File: src/rtl/cc_win_detector_pkg.sv
// Shared state encoding and width helpers for the home-slot win detector.
package cc_win_detector_pkg;

  typedef logic [1:0] state_t;

  localparam state_t ST_PLAY = 2'd0;
  localparam state_t ST_WIN  = 2'd1;
  localparam state_t ST_LOSE = 2'd2;

  // Width of a counter that must hold the value n itself (never less than 1 bit).
  function automatic int cnt_width(input int n);
    return (n < 1) ? 1 : $clog2(n + 1);
  endfunction

  // Width of an index selecting one of n items.
  function automatic int idx_width(input int n);
    return (n < 2) ? 1 : $clog2(n);
  endfunction

  localparam int DEF_CNT_W   = cnt_width(3);
  localparam int DEF_TMR_W   = cnt_width(1000);
  localparam int DEF_IDX_W   = idx_width(4);

endpackage

File: src/rtl/cc_win_slotmatch.sv
// Combinational priority match: lowest-index unfilled slot whose target equals data.
module cc_win_slotmatch
  import cc_win_detector_pkg::*;
#(
  parameter int DW    = 8,
  parameter int NS    = 4,
  parameter int IDX_W = idx_width(NS)
) (
  input  logic [DW-1:0]    data,
  input  logic [NS*DW-1:0] targets,
  input  logic [NS-1:0]    filled,
  output logic             cand_valid,
  output logic [IDX_W-1:0] cand_idx
);

  // Scan from the top down so the lowest matching index is the last one written.
  always_comb begin
    cand_valid = 1'b0;
    cand_idx   = '0;
    for (int i = NS - 1; i >= 0; i--) begin
      if (!filled[i] && (targets[i*DW +: DW] == data)) begin
        cand_valid = 1'b1;
        cand_idx   = IDX_W'(i);
      end
    end
  end

endmodule

File: src/rtl/cc_win_detector.sv
// Fill every home slot by holding position on its target before the play timer expires.
module cc_win_detector
  import cc_win_detector_pkg::*;
#(
  parameter int WINDETECTOR_DATAWIDTH  = 8,
  parameter int WINDETECTOR_NUMSLOTS   = 4,
  parameter int WINDETECTOR_HOLDCYCLES = 3,
  parameter int WINDETECTOR_TIMEOUT    = 1000
) (
  input  logic                                              CC_WINDETECTOR_CLOCK_50,
  input  logic                                              CC_WINDETECTOR_RESET_InLow,
  input  logic                                              CC_WINDETECTOR_clear_InHigh,
  input  logic                                              CC_WINDETECTOR_valid_InHigh,
  input  logic [WINDETECTOR_DATAWIDTH-1:0]                  CC_WINDETECTOR_data_InBUS,
  input  logic [WINDETECTOR_NUMSLOTS*WINDETECTOR_DATAWIDTH-1:0] CC_WINDETECTOR_target_InBUS,
  output logic [WINDETECTOR_NUMSLOTS-1:0]                   CC_WINDETECTOR_filled_OutBUS,
  output logic                                              CC_WINDETECTOR_slothit_OutHigh,
  output logic                                              CC_WINDETECTOR_win_OutLow,
  output logic                                              CC_WINDETECTOR_lose_OutLow,
  output logic [1:0]                                        dbg_state
);

  localparam int DW    = WINDETECTOR_DATAWIDTH;
  localparam int NS    = WINDETECTOR_NUMSLOTS;
  localparam int HOLD  = WINDETECTOR_HOLDCYCLES;
  localparam int TMO   = WINDETECTOR_TIMEOUT;
  localparam int IDX_W = idx_width(NS);
  localparam int CNT_W = cnt_width(HOLD);
  localparam int TMR_W = cnt_width(TMO);

  state_t             state, state_d;
  logic [NS-1:0]      filled, filled_d;
  logic               slothit, slothit_d;
  logic               win_n, lose_n;
  logic [CNT_W-1:0]   hold_cnt, hold_d;
  logic [IDX_W-1:0]   latched_idx, latched_d;
  logic [TMR_W-1:0]   timer, timer_d;
  logic               cand_valid;
  logic [IDX_W-1:0]   cand_idx;
  int                 run;

  cc_win_slotmatch #(.DW(DW), .NS(NS), .IDX_W(IDX_W)) u_match (
    .data       (CC_WINDETECTOR_data_InBUS),
    .targets    (CC_WINDETECTOR_target_InBUS),
    .filled     (filled),
    .cand_valid (cand_valid),
    .cand_idx   (cand_idx)
  );

  // valid qualifies data for one cycle; with valid low the hold tracking is frozen.
  always_comb begin
    state_d   = state;
    filled_d  = filled;
    slothit_d = 1'b0;
    hold_d    = hold_cnt;
    latched_d = latched_idx;
    timer_d   = timer;
    run       = 0;
    if (CC_WINDETECTOR_clear_InHigh) begin
      state_d   = ST_PLAY;
      filled_d  = '0;
      hold_d    = '0;
      latched_d = '0;
      timer_d   = '0;
    end else if (state == ST_PLAY) begin
      if (TMO != 0) timer_d = timer + TMR_W'(1);
      if (CC_WINDETECTOR_valid_InHigh) begin
        if (!cand_valid) begin
          hold_d = '0;
        end else begin
          // A different candidate restarts the run at one rather than zero.
          run       = (cand_idx == latched_idx) ? int'(hold_cnt) + 1 : 1;
          latched_d = cand_idx;
          if (run >= HOLD) begin
            filled_d[cand_idx] = 1'b1;
            slothit_d          = 1'b1;
            hold_d             = '0;
          end else begin
            hold_d = CNT_W'(run);
          end
        end
      end
      if (&filled_d) state_d = ST_WIN;
      else if ((TMO != 0) && (int'(timer) + 1 >= TMO)) state_d = ST_LOSE;
    end
  end

  always_ff @(posedge CC_WINDETECTOR_CLOCK_50 or negedge CC_WINDETECTOR_RESET_InLow) begin
    if (!CC_WINDETECTOR_RESET_InLow) begin
      state       <= ST_PLAY;
      filled      <= '0;
      slothit     <= 1'b0;
      win_n       <= 1'b1;
      lose_n      <= 1'b1;
      hold_cnt    <= '0;
      latched_idx <= '0;
      timer       <= '0;
    end else begin
      state       <= state_d;
      filled      <= filled_d;
      slothit     <= slothit_d;
      win_n       <= (state_d != ST_WIN);
      lose_n      <= (state_d != ST_LOSE);
      hold_cnt    <= hold_d;
      latched_idx <= latched_d;
      timer       <= timer_d;
    end
  end

  assign CC_WINDETECTOR_filled_OutBUS   = filled;
  assign CC_WINDETECTOR_slothit_OutHigh = slothit;
  assign CC_WINDETECTOR_win_OutLow      = win_n;
  assign CC_WINDETECTOR_lose_OutLow     = lose_n;
  assign dbg_state                      = state;

endmodule

File: config.mk
export PLATFORM = sky130hd
export DESIGN_NAME = cc_win_detector
export DESIGN_NICKNAME = d
export VERILOG_FILES = /design/src/rtl/cc_win_detector_pkg.sv /design/src/rtl/cc_win_slotmatch.sv /design/src/rtl/cc_win_detector.sv
export SDC_FILE = /design/constraint.sdc
export NUM_CORES = 1
export LEC_CHECK = 0
export CORE_ASPECT_RATIO = 1.5
export CORE_MARGIN = 2
export CORE_UTILIZATION = 45
export CTS_CLUSTER_SIZE = 10
export DETAILED_ROUTE_END_ITERATION = 10
export PLACE_DENSITY_LB_ADDON = 0.2
export SKIP_LAST_GASP = 1
export SYNTH_ARGS = -nofsm -noshare
export SYNTH_HDL_FRONTEND = slang
export SYNTH_HIERARCHICAL = 1
export SYNTH_SLANG_ARGS = --single-unit
File: constraint.sdc
create_clock -name CC_WINDETECTOR_CLOCK_50 -period 2.36 [get_ports CC_WINDETECTOR_CLOCK_50]
set_input_delay 0.236 -clock CC_WINDETECTOR_CLOCK_50 [delete_from_list [all_inputs] [get_ports CC_WINDETECTOR_CLOCK_50]]
set_output_delay 0.236 -clock CC_WINDETECTOR_CLOCK_50 [all_outputs]
set_load 0.005 [all_outputs]
==> results of run 1 <==
## placed cells by master (no fill, tap or decap), drive strengths merged, types with 3 or more instances in the layout
cell,synthesis,routed
a21oi,10,10
xnor2,26,26
o21ai,4,4
dlymetal6s2s,0,20
dlygate4sd2,0,6
nand4,9,9
and3,3,3
nand2,11,11
nor3,6,6
nor2,23,23
a31oi,4,4
nor4,4,4
clkbuf,2,5
xor2,17,17
nand3,11,11
buf,4,22
clkdlybuf4s50,0,24
dfrtp,21,21
inv,3,3
## state kept, by name, indices dropped and copies added (netlist names)
| signal | cells |
|---|---|
| latched_idx | 2 |
| CC_WINDETECTOR_win_OutLow | 1 |
| CC_WINDETECTOR_filled_OutBUS | 4 |
| CC_WINDETECTOR_lose_OutLow | 1 |
| timer | 10 |
| dbg_state | 2 |
| hold_cnt | 2 |
| CC_WINDETECTOR_slothit_OutHigh | 1 |
## how the worst min path moves through the flow
stage,startpoint,end,depth (start not counted)
6_report,CC_WINDETECTOR_RESET_InLow,timer[3],2
5_1_grt,CC_WINDETECTOR_RESET_InLow,timer[4],2
4_1_cts,CC_WINDETECTOR_RESET_InLow,timer[7],2
3_5_place_dp,hold_cnt[1],hold_cnt[1],2
3_3_place_gp,hold_cnt[1],hold_cnt[1],2
2_1_floorplan,CC_WINDETECTOR_RESET_InLow,CC_WINDETECTOR_filled_OutBUS[0],0
## through the flow
stage                     setup slack (ns)  power (W)
final                              -0.0652   0.000860
after detailed placement            -0.527   0.000609
after floorplan                      0.166   0.000483
after global placement              -0.464   0.000606
after CTS                          -0.0186   0.000851
after global routing               -0.0947   0.000893
## metal layers
metal  vias up  wire length, um
li1        797                -
met1       787             1690
met2        66             2780
met3        11              236
met4         0              131
met5         -                0
## cells by family (layout without fill, tap and decap cells)
logic type	after synthesis	count (layout)	synth area share
simple gates	80	80	0.266
xor+xnor	43	43	0.223
compound gates	25	25	0.0935
flops	23	23	0.343
buf+inv	9	81	0.0297
mux	4	4	0.0297
fa+ha+maj	2	2	0.0148
## critical path, stage by stage
cell and delay [ns]:
clkdlybuf4s50_1 0.48, xnor2_1 0.14, nand4_1 0.13, nor4_2 0.39, nand2b_4 0.23, nor2_4 0.05, mux2_4 0.29, nand4_1 0.09
nand3_2 0.10, and2_4 0.18, o32ai_2 0.28
## final cells by class
type,count,area [um2]
Multi-Input combinational cell,154,1180
Fill cell,272,1060
Timing Repair Buffer,74,722
Sequential cell,23,578
Tap cell,43,53.8
Clock buffer,3,41.3
Inverter,3,11.3
Clock inverter,1,5.00
## report_power, final
group / total (W) / switching, W / leakage [nW] / internal, W
registers: 0.000405 / 0.00000620 / 0.312 / 0.000398
logic: 0.000205 / 0.0000902 / 0.857 / 0.000114
clock network: 0.000251 / 0.000133 / 0.0255 / 0.000118
total: 0.000860 / 0.000229 / 1.19 / 0.000631
## what timing repair did
action | 4_1_cts | 5_1_grt
gates resized for setup | 17 | 35
setup endpoints to repair | 11 | 9
pin swaps | 7 | 31
buffers inserted | 0 | 1
==> metrics.md, run 1 <==
| Metric | Value |
|---|---|
| Mapped Cells | 186 |
| Max_cap viols | 0 |
| Site Rows | 27 |
| Post-route ant nets | 0 |
| Post-DP HPWL | 3410 um |
| Minimum clock period | 2.43 ns |
| CP Capture Type | flop |
| Clock tree buffer depth | 2 |
| Worst Skew | 0.00828 ns |
| Drt drc | 0 |
| Seq/Total Area, Yosys | 0.343 |
| Actual slew at the worst max-slew pin | 0.462 ns |
| Max Slew Vio Count | 0 |
| Cell area after layout | 2590 um2 |
| R2r startpoint | CC_WINDETECTOR_filled_OutBUS[1] |
| Async SR Flop Fraction | 1.00 |
| I/O Pins | 53 |
| DR vias/cell | 5.52 |
| DP Area | 2390 um2 |
| Core area | 3650 um2 |
| Ant. Diodes | 0 |
| VDD IR max | 0.000287 V |
| Setup TNS | -0.0839 ns |
| CTS tree | built |
| Die X | 54.0 um |
| P_leak | 1.19 nW |
| Port buffer count | 52 |
| Status | finished with violations |
| Area growth syn-to-layout | 53.6% |
| FMAX | 412 MHz |
| Req. time, crit path | 2.53 ns |
| GR Util met3 | 0.0338 |
| Number of flops mapped to enable cells by yosys | 0 |
| Setup ws final | -0.0652 ns |
| Vias in the first global route | 1750 |
| Routed wire per std cell | 16.1 um |
| Cts bufs inserted | 3 |
| Ys Warns | 6 |
| CP Launch Type | input port |
| Vias | 1661 |
| CP max FO | 4 |
| Endpoints failing hold | 0 |
| M2 GR Usage | 0.427 |
| Initial Util | 0.462 |
| Grt total ovfl | 0 |
| Final period util | 1.03 |
| Final setup vio count | 2 |
| Router iterations before antenna repair | 4 |
| Crit path DAT | 2.60 ns |
| Most numerous cell in the Yosys netlist | xnor2_1 |
| CTS Root Cell | clkbuf_8 |
| R2R Path End | dbg_state[1] |
| Source of the critical timing path | CC_WINDETECTOR_target_InBUS[5] |
| Final-stage net count | 305 |
| Post-CTS Hold Fix Bufs | 0 |
| H-tree depth | 1 |
| Post-synth top flop | dfrtp_1 |
| Fin cells | 301 |
| Worst setup path endpoint | dbg_state[1] |
| Ranking of synthesized cells by area | dfrtp_1 31%, xnor2_1 14%, xor2_1 8.8% |
| Flop2flop setup slack | 0.16 ns |
| 1st-iter DRT viols | 30 |
| Syn Area/Cell | 9.07 um2 |
| Synthesized cell area | 1690 um2 |
| First-pass GRT wire length | 7090 um |
| Synth top area share | 0.312 |
| Hold WS | 0.319 ns |
| Clock latency on the worst-skew pair | 0.27 ns |
| Clk slew on worst S/H paths | 0.09 ns |
| Top post-synthesis cells by count | 26 x xnor2_1, 23 x nor2_1, 21 x dfrtp_1 |
| Placer Congestion | 0.759 |
| Failing checks | negative setup slack |
| Final Core Density | 0.710 |
| Synthesized Nets | 232 |
| Global routing's busiest layer | met2 |
| GRT Util Overall | 0.221 |
| Layout cells sized above 1 | 0.221 |
| Yosys cell types | 44 |
| Initial antenna violation count | 0 |
| WL final | 4840 um |
| Largest net degree at the start of global routing | 24 |
| GR Util met1 | 0.214 |
| Die outline height | 79.0 um |
| Max-slew headroom | 0.692 |
| Die area | 4260 um2 |
| TritonCTS Sinks | 23 |
| Number of synthesized register bits | 23 |
| Tightest Hold Check Type | in2async |
| Worst setup path category | in2reg |
| Yosys top cell by area | dfrtp_1 |
| PwrDens | 332 nW/um2 |
| Post-Place Cells | 297 |
| FF-to-FF path depth | 8 |
Power figures use the tool's default switching activity.
==> inputs of run 2 (changes only) <==
Settings changed: SETUP_SLACK_MARGIN from default to 0.4, SKIP_LAST_GASP 1 to default.
==> metrics.md, run 2 (synthesized netlist as in run 1, its figures left out) <==
| Metric | Value |
|---|---|
| Grt total ovfl | 0 (unchanged) |
| Vias in the first global route | 1550 (was 1750) |
| Setup TNS | 0 ns (was -0.0839 ns) |
| FMAX | 480 MHz (was 412 MHz) |
| Flop2flop setup slack | 0.28 ns (was 0.16 ns) |
| Site Rows | 27 (unchanged) |
| Routed wire per std cell | 13.8 um (was 16.1 um) |
| Initial antenna violation count | 0 (unchanged) |
| I/O Pins | 53 (unchanged) |
| Router iterations before antenna repair | 4 (unchanged) |
| Post-route ant nets | 0 (unchanged) |
| Layout cells sized above 1 | 0.269 (was 0.221) |
| Placer Congestion | 0.755 (was 0.759) |
| Fin cells | 303 (was 301) |
| 1st-iter DRT viols | 22 (was 30) |
| CP Launch Type | flop (was input port) |
| WL final | 4180 um (was 4840 um) |
| CTS Root Cell | clkbuf_8 (unchanged) |
| Post-DP HPWL | 3290 um (was 3410 um) |
| Status | finished, final reports clean (was finished with violations) |
| Area growth syn-to-layout | 51.3% (was 53.6%) |
| Req. time, crit path | 2.53 ns (about the same) |
| Port buffer count | 52 (unchanged) |
| Endpoints failing hold | 0 (unchanged) |
| Ant. Diodes | 0 (unchanged) |
| PwrDens | 329 nW/um2 (was 332 nW/um2) |
| Post-CTS Hold Fix Bufs | 0 (unchanged) |
| P_leak | 1.07 nW (was 1.19 nW) |
| Fillcell total | 295 (was 272) |
| GRT Util Overall | 0.214 (was 0.221) |
| Worst Skew | 0.00263 ns (was 0.00828 ns) |
| Minimum clock period | 2.08 ns (was 2.43 ns) |
| Die X | 54.0 um (unchanged) |
| CP max FO | 4 (unchanged) |
| DR vias/cell | 5.28 (was 5.52) |
| Crit path DAT | 2.25 ns (was 2.60 ns) |
| Clock tree buffer depth | 2 (unchanged) |
| CP Capture Type | flop (unchanged) |
| Most frequent cells in the layout | 22 x nor2_1, 22 x buf_4, 21 x dfrtp_1, 21 x xnor2_1, 17 x xor2_1 (was 24 x clkdlybuf4s50_1, 23 x xnor2_1, 22 x nor2_1) |
| Final-stage net count | 307 (was 305) |
| RSZ-0062 raised after global routing | true |
| Die outline height | 79.0 um (unchanged) |
| Clock latency on the worst-skew pair | 0.26 ns (was 0.27 ns) |
| Final setup vio count | 0 (was 2) |
| Initial Util | 0.462 (unchanged) |
| CTS tree | built (unchanged) |
| Actual slew at the worst max-slew pin | 0.503 ns (was 0.462 ns) |
| H-tree depth | 1 (unchanged) |
| Core area | 3650 um2 (unchanged) |
| Clk slew on worst S/H paths | 0.08 ns (was 0.09 ns) |
| Worst setup path category | reg2reg (was in2reg) |
| Final period util | 0.882 (was 1.03) |
| VDD IR max | 0.000307 V (was 0.000287 V) |
| Max Slew Vio Count | 0 (unchanged) |
| Vias | 1601 (was 1661) |
| Drt drc | 0 (unchanged) |
| Max_cap viols | 0 (unchanged) |
| TritonCTS Sinks | 23 (unchanged) |
| First-pass GRT wire length | 6690 um (was 7090 um) |
| Number of flip-flops in the largest register | 10 (unchanged) |
| Tightest Hold Check Type | in2async (unchanged) |
| Max-slew headroom | 0.665 (was 0.692) |
| Post-Place Cells | 297 (unchanged) |
| Cts bufs inserted | 3 (unchanged) |
| Biggest register | timer (unchanged) |
| Die area | 4260 um2 (unchanged) |
| Largest net degree at the start of global routing | 24 (unchanged) |
==> run 2: area by class of cell <==
cell class / count / area [um2] / share of cell area
multi-input combinational: 154 / 1200 / 0.470
timing repair buffer: 76 / 663 / 0.260
sequential: 23 / 578 / 0.227
tap: 43 / 53.8 / 0.0211
clock buffer: 3 / 41.3 / 0.0162
inverter: 3 / 11.3 / 0.00441
clock inverter: 1 / 5.00 / 0.00196
==> run 2: repair_timing <==
action                                 in CTS  in global routing
endpoints found under the hold margin       0                  0
setup endpoints to repair                  13                 13
buffers inserted                            2                  0
resized for setup                          80                 13
pin swaps                                  38                 19
==> run 2: worst paths after layout <==
kind                                                       startpoint                        end  cells past startpoint
worst max register to register        CC_WINDETECTOR_filled_OutBUS[1]               dbg_state[1]                      8
worst min register to register                            hold_cnt[1]                hold_cnt[1]                      2
max in group asynchronous                  CC_WINDETECTOR_RESET_InLow  CC_WINDETECTOR_win_OutLow                      2
worst min-delay path                       CC_WINDETECTOR_RESET_InLow                   timer[4]                      2
min in group CC_WINDETECTOR_CLOCK_50                      hold_cnt[1]                hold_cnt[1]                      2
worst max-delay path                  CC_WINDETECTOR_filled_OutBUS[1]               dbg_state[1]                      8
==> run 2: per-layer routing <==
metal / up-vias / GRT usage / wire length [um]
li1: 802 / - / -
met1: 739 / 0.211 / 1500
met2: 53 / 0.422 / 2400
met3: 7 / 0.0320 / 194
met4: 0 / 0.0700 / 74
met5: - / 0 / 0
==> run 2: critical path: stages, from the launching register on <==
cell	delay [ns]
dfrtp_1	0.40
or4_4	0.59
nand2b_4	0.10
nor2_4	0.05
mux2_4	0.29
nand4_1	0.07
nand3_1	0.09
and2_4	0.16
o32ai_2	0.25
==> run 2: stage by stage <==
stage	cell area [um2]	power, W	util	hold slack, ns	worst slack [ns]
global placement	2440	0.000611	0.668	0.504	-0.442
CTS	2530	0.000849	0.694	0.330	0.254
finish	2550	0.000840	0.699	0.324	0.279
detailed placement	2440	0.000614	0.668	0.517	-0.535
floorplan	1740	0.000488	-	-0.0596	0.178
global route	2550	0.000883	0.699	0.365	0.215
==> run 2: power by group <==
part,total [W],internal [W],switching (W),leakage (nW)
logic,0.000193,0.000109,0.0000842,0.728
clock network,0.000242,0.000118,0.000124,0.0255
registers,0.000405,0.000398,0.00000655,0.312
==> inputs of run 3 (changes only) <==
Settings changed: CAP_MARGIN from default to 20, RECOVER_POWER from default to 25.
==> metrics.md, run 3 (synthesized netlist as in run 1, its figures left out) <==
| Metric | Value |
|---|---|
| Status | finished, final reports clean (unchanged) |
| Routed wire per std cell | 13.8 um (about the same) |
| Setup TNS | 0 ns (unchanged) |
| Minimum clock period | 2.08 ns (about the same) |
| 1st-iter DRT viols | 22 (unchanged) |
| CP bufs+invs | 0 (unchanged) |
| Die outline height | 79.0 um (unchanged) |
| Register area | 578 um2 (unchanged) |
| PwrDens | 329 nW/um2 (about the same) |
| TritonCTS Sinks | 23 (unchanged) |
| CP Launch Type | flop (unchanged) |
| WL final | 4170 um (was 4180 um) |
| Vias | 1598 (was 1601) |
| CTS tree | built (unchanged) |
| Area growth syn-to-layout | 51.0% (was 51.3%) |
| Place WS | -0.535 ns (unchanged) |
| Core area | 3650 um2 (unchanged) |
| DR vias/cell | 5.27 (was 5.28) |
| Post-DP HPWL | 3290 um (unchanged) |
| Area of the multi-input gates | 1200 um2 (unchanged) |
| Die area | 4260 um2 (unchanged) |
| Crit path DAT | 2.25 ns (about the same) |
| Final setup vio count | 0 (unchanged) |
| Post-route ant nets | 0 (unchanged) |
| Endpoints failing hold | 0 (unchanged) |
| Ant. Diodes | 0 (unchanged) |
| Port buffer count | 52 (unchanged) |
| Clock tree buffer depth | 2 (unchanged) |
| Largest stage delay, worst path | 0.59 ns (about the same) |
| Initial antenna violation count | 0 (unchanged) |
| P_leak | 1.06 nW (was 1.07 nW) |
| First-pass GRT wire length | 6690 um (unchanged) |
| Vias in the first global route | 1550 (unchanged) |
| GRT Util Overall | 0.214 (unchanged) |
| Drt drc | 0 (unchanged) |
| Req. time, crit path | 2.53 ns (about the same) |
| Max Slew Vio Count | 0 (unchanged) |
| Clk slew on worst S/H paths | 0.08 ns (about the same) |
| Max_cap viols | 0 (unchanged) |
| FMAX | 480 MHz (about the same) |
| Worst Skew | 0.00266 ns (was 0.00263 ns) |
| Max-slew headroom | 0.151 (was 0.665) |
| Critical path cell sequence | or4_4 > nand2b_4 > nor2_4 > mux2_4 > nand4_1 > nand3_1 > and2_4 > o32ai_2 (unchanged) |
| Most common cell after layout, fill and taps aside | nor2_1 |
| VDD IR max | 0.000307 V (about the same) |
| Site Rows | 27 (unchanged) |
| Number of flip-flops in the largest register | 10 (unchanged) |
| Tightest Hold Check Type | reg2reg (was in2async) |
| Layout cells sized above 1 | 0.265 (was 0.269) |
| I/O Pins | 53 (unchanged) |
| Initial Util | 0.462 (unchanged) |
| Grt total ovfl | 0 (unchanged) |
| Post-CTS Hold Fix Bufs | 0 (unchanged) |
| Router iterations before antenna repair | 4 (unchanged) |
| Setup ws final | 0.279 ns (about the same) |
| Die X | 54.0 um (unchanged) |
| CP max FO | 4 (unchanged) |
| Final-stage net count | 307 (unchanged) |
| Largest net degree at the start of global routing | 24 (unchanged) |
| Top Family by Delay on Critical Path | simple AND/OR/NAND/NOR gates (unchanged) |
| Placer Congestion | 0.755 (unchanged) |
| Final period util | 0.882 (about the same) |
| Clock latency on the worst-skew pair | 0.26 ns (about the same) |
| Biggest register | timer (unchanged) |
| Worst setup path category | reg2reg (unchanged) |
| CP Capture Type | flop (unchanged) |
| Actual slew at the worst max-slew pin | 1.27 ns (was 0.503 ns) |
| Fillcell total | 296 (was 295) |
| RSZ-0062 raised after global routing | true (unchanged) |
| CTS Root Cell | clkbuf_8 (unchanged) |
| Worst path slowest cell | or4_4 (unchanged) |
| Most frequent cells in the layout | 22 x nor2_1, 21 x dfrtp_1, 21 x xnor2_1, 21 x buf_4, 17 x xor2_1 (was 22 x nor2_1, 22 x buf_4, 21 x dfrtp_1, 21 x xnor2_1, 17 x xor2_1) |
| H-tree depth | 1 (unchanged) |
| Cts bufs inserted | 3 (unchanged) |
## run 3: routing by layer
metal	vias to the layer above	GRT usage	routed length [um]
li1	802	-	-
met1	738	0.211	1510
met2	51	0.422	2400
met3	7	0.0320	190
met4	0	0.0700	74
met5	-	0	0
## run 3: worst min-delay path: stages (launching register included)
cell and delay (ns):
dfrtp_1 0.36, a21oi_1 0.06, nor2_1 0.08
## run 3: final timing paths
kind | startpoint | end | slack [ns] | cells after the start
setup / recovery | CC_WINDETECTOR_filled_OutBUS[1] | dbg_state[1] | 0.28 | 8
hold / removal | hold_cnt[1] | hold_cnt[1] | 0.53 | 2
setup reg to reg | CC_WINDETECTOR_filled_OutBUS[1] | dbg_state[1] | 0.28 | 8
hold reg to reg | hold_cnt[1] | hold_cnt[1] | 0.53 | 2
max in group asynchronous | CC_WINDETECTOR_RESET_InLow | timer[8] | 0.85 | 2
min in group asynchronous | CC_WINDETECTOR_RESET_InLow | timer[4] | 0.76 | 2
## run 3: layout make-up
cell class / instances / share of cell area
repair buffers: 76 / 0.259
clock buffers: 3 / 0.0162
well taps: 43 / 0.0211
flip-flops and latches: 23 / 0.227
inverters: 3 / 0.00442
clock inverters: 1 / 0.00196
multi-input cells: 154 / 0.471
## run 3: timing repair
| item | in CTS | in global routing |
|---|---|---|
| pin swaps | 38 | 19 |
| gates resized for setup | 80 | 13 |
| setup buffers | 2 | 0 |
| setup endpoints to repair | 13 | 13 |
## run 3: metrics by stage
stage               total power (W)  area (um2)   util  hold slack [ns]  instances
finish                     0.000839        2550  0.698            0.532        303
global placement           0.000611        2440  0.668            0.504        297
CTS                        0.000849        2530  0.694            0.330        303
global route               0.000882        2550  0.698            0.590        303
floorplan                  0.000488        1740      -          -0.0596        186
detailed placement         0.000614        2440  0.668            0.517        297
## run 3: where the power goes
part           total [W]  switching (W)  internal, W
logic           0.000192      0.0000841     0.000108
clock network   0.000242       0.000124     0.000118
registers       0.000405     0.00000656     0.000398
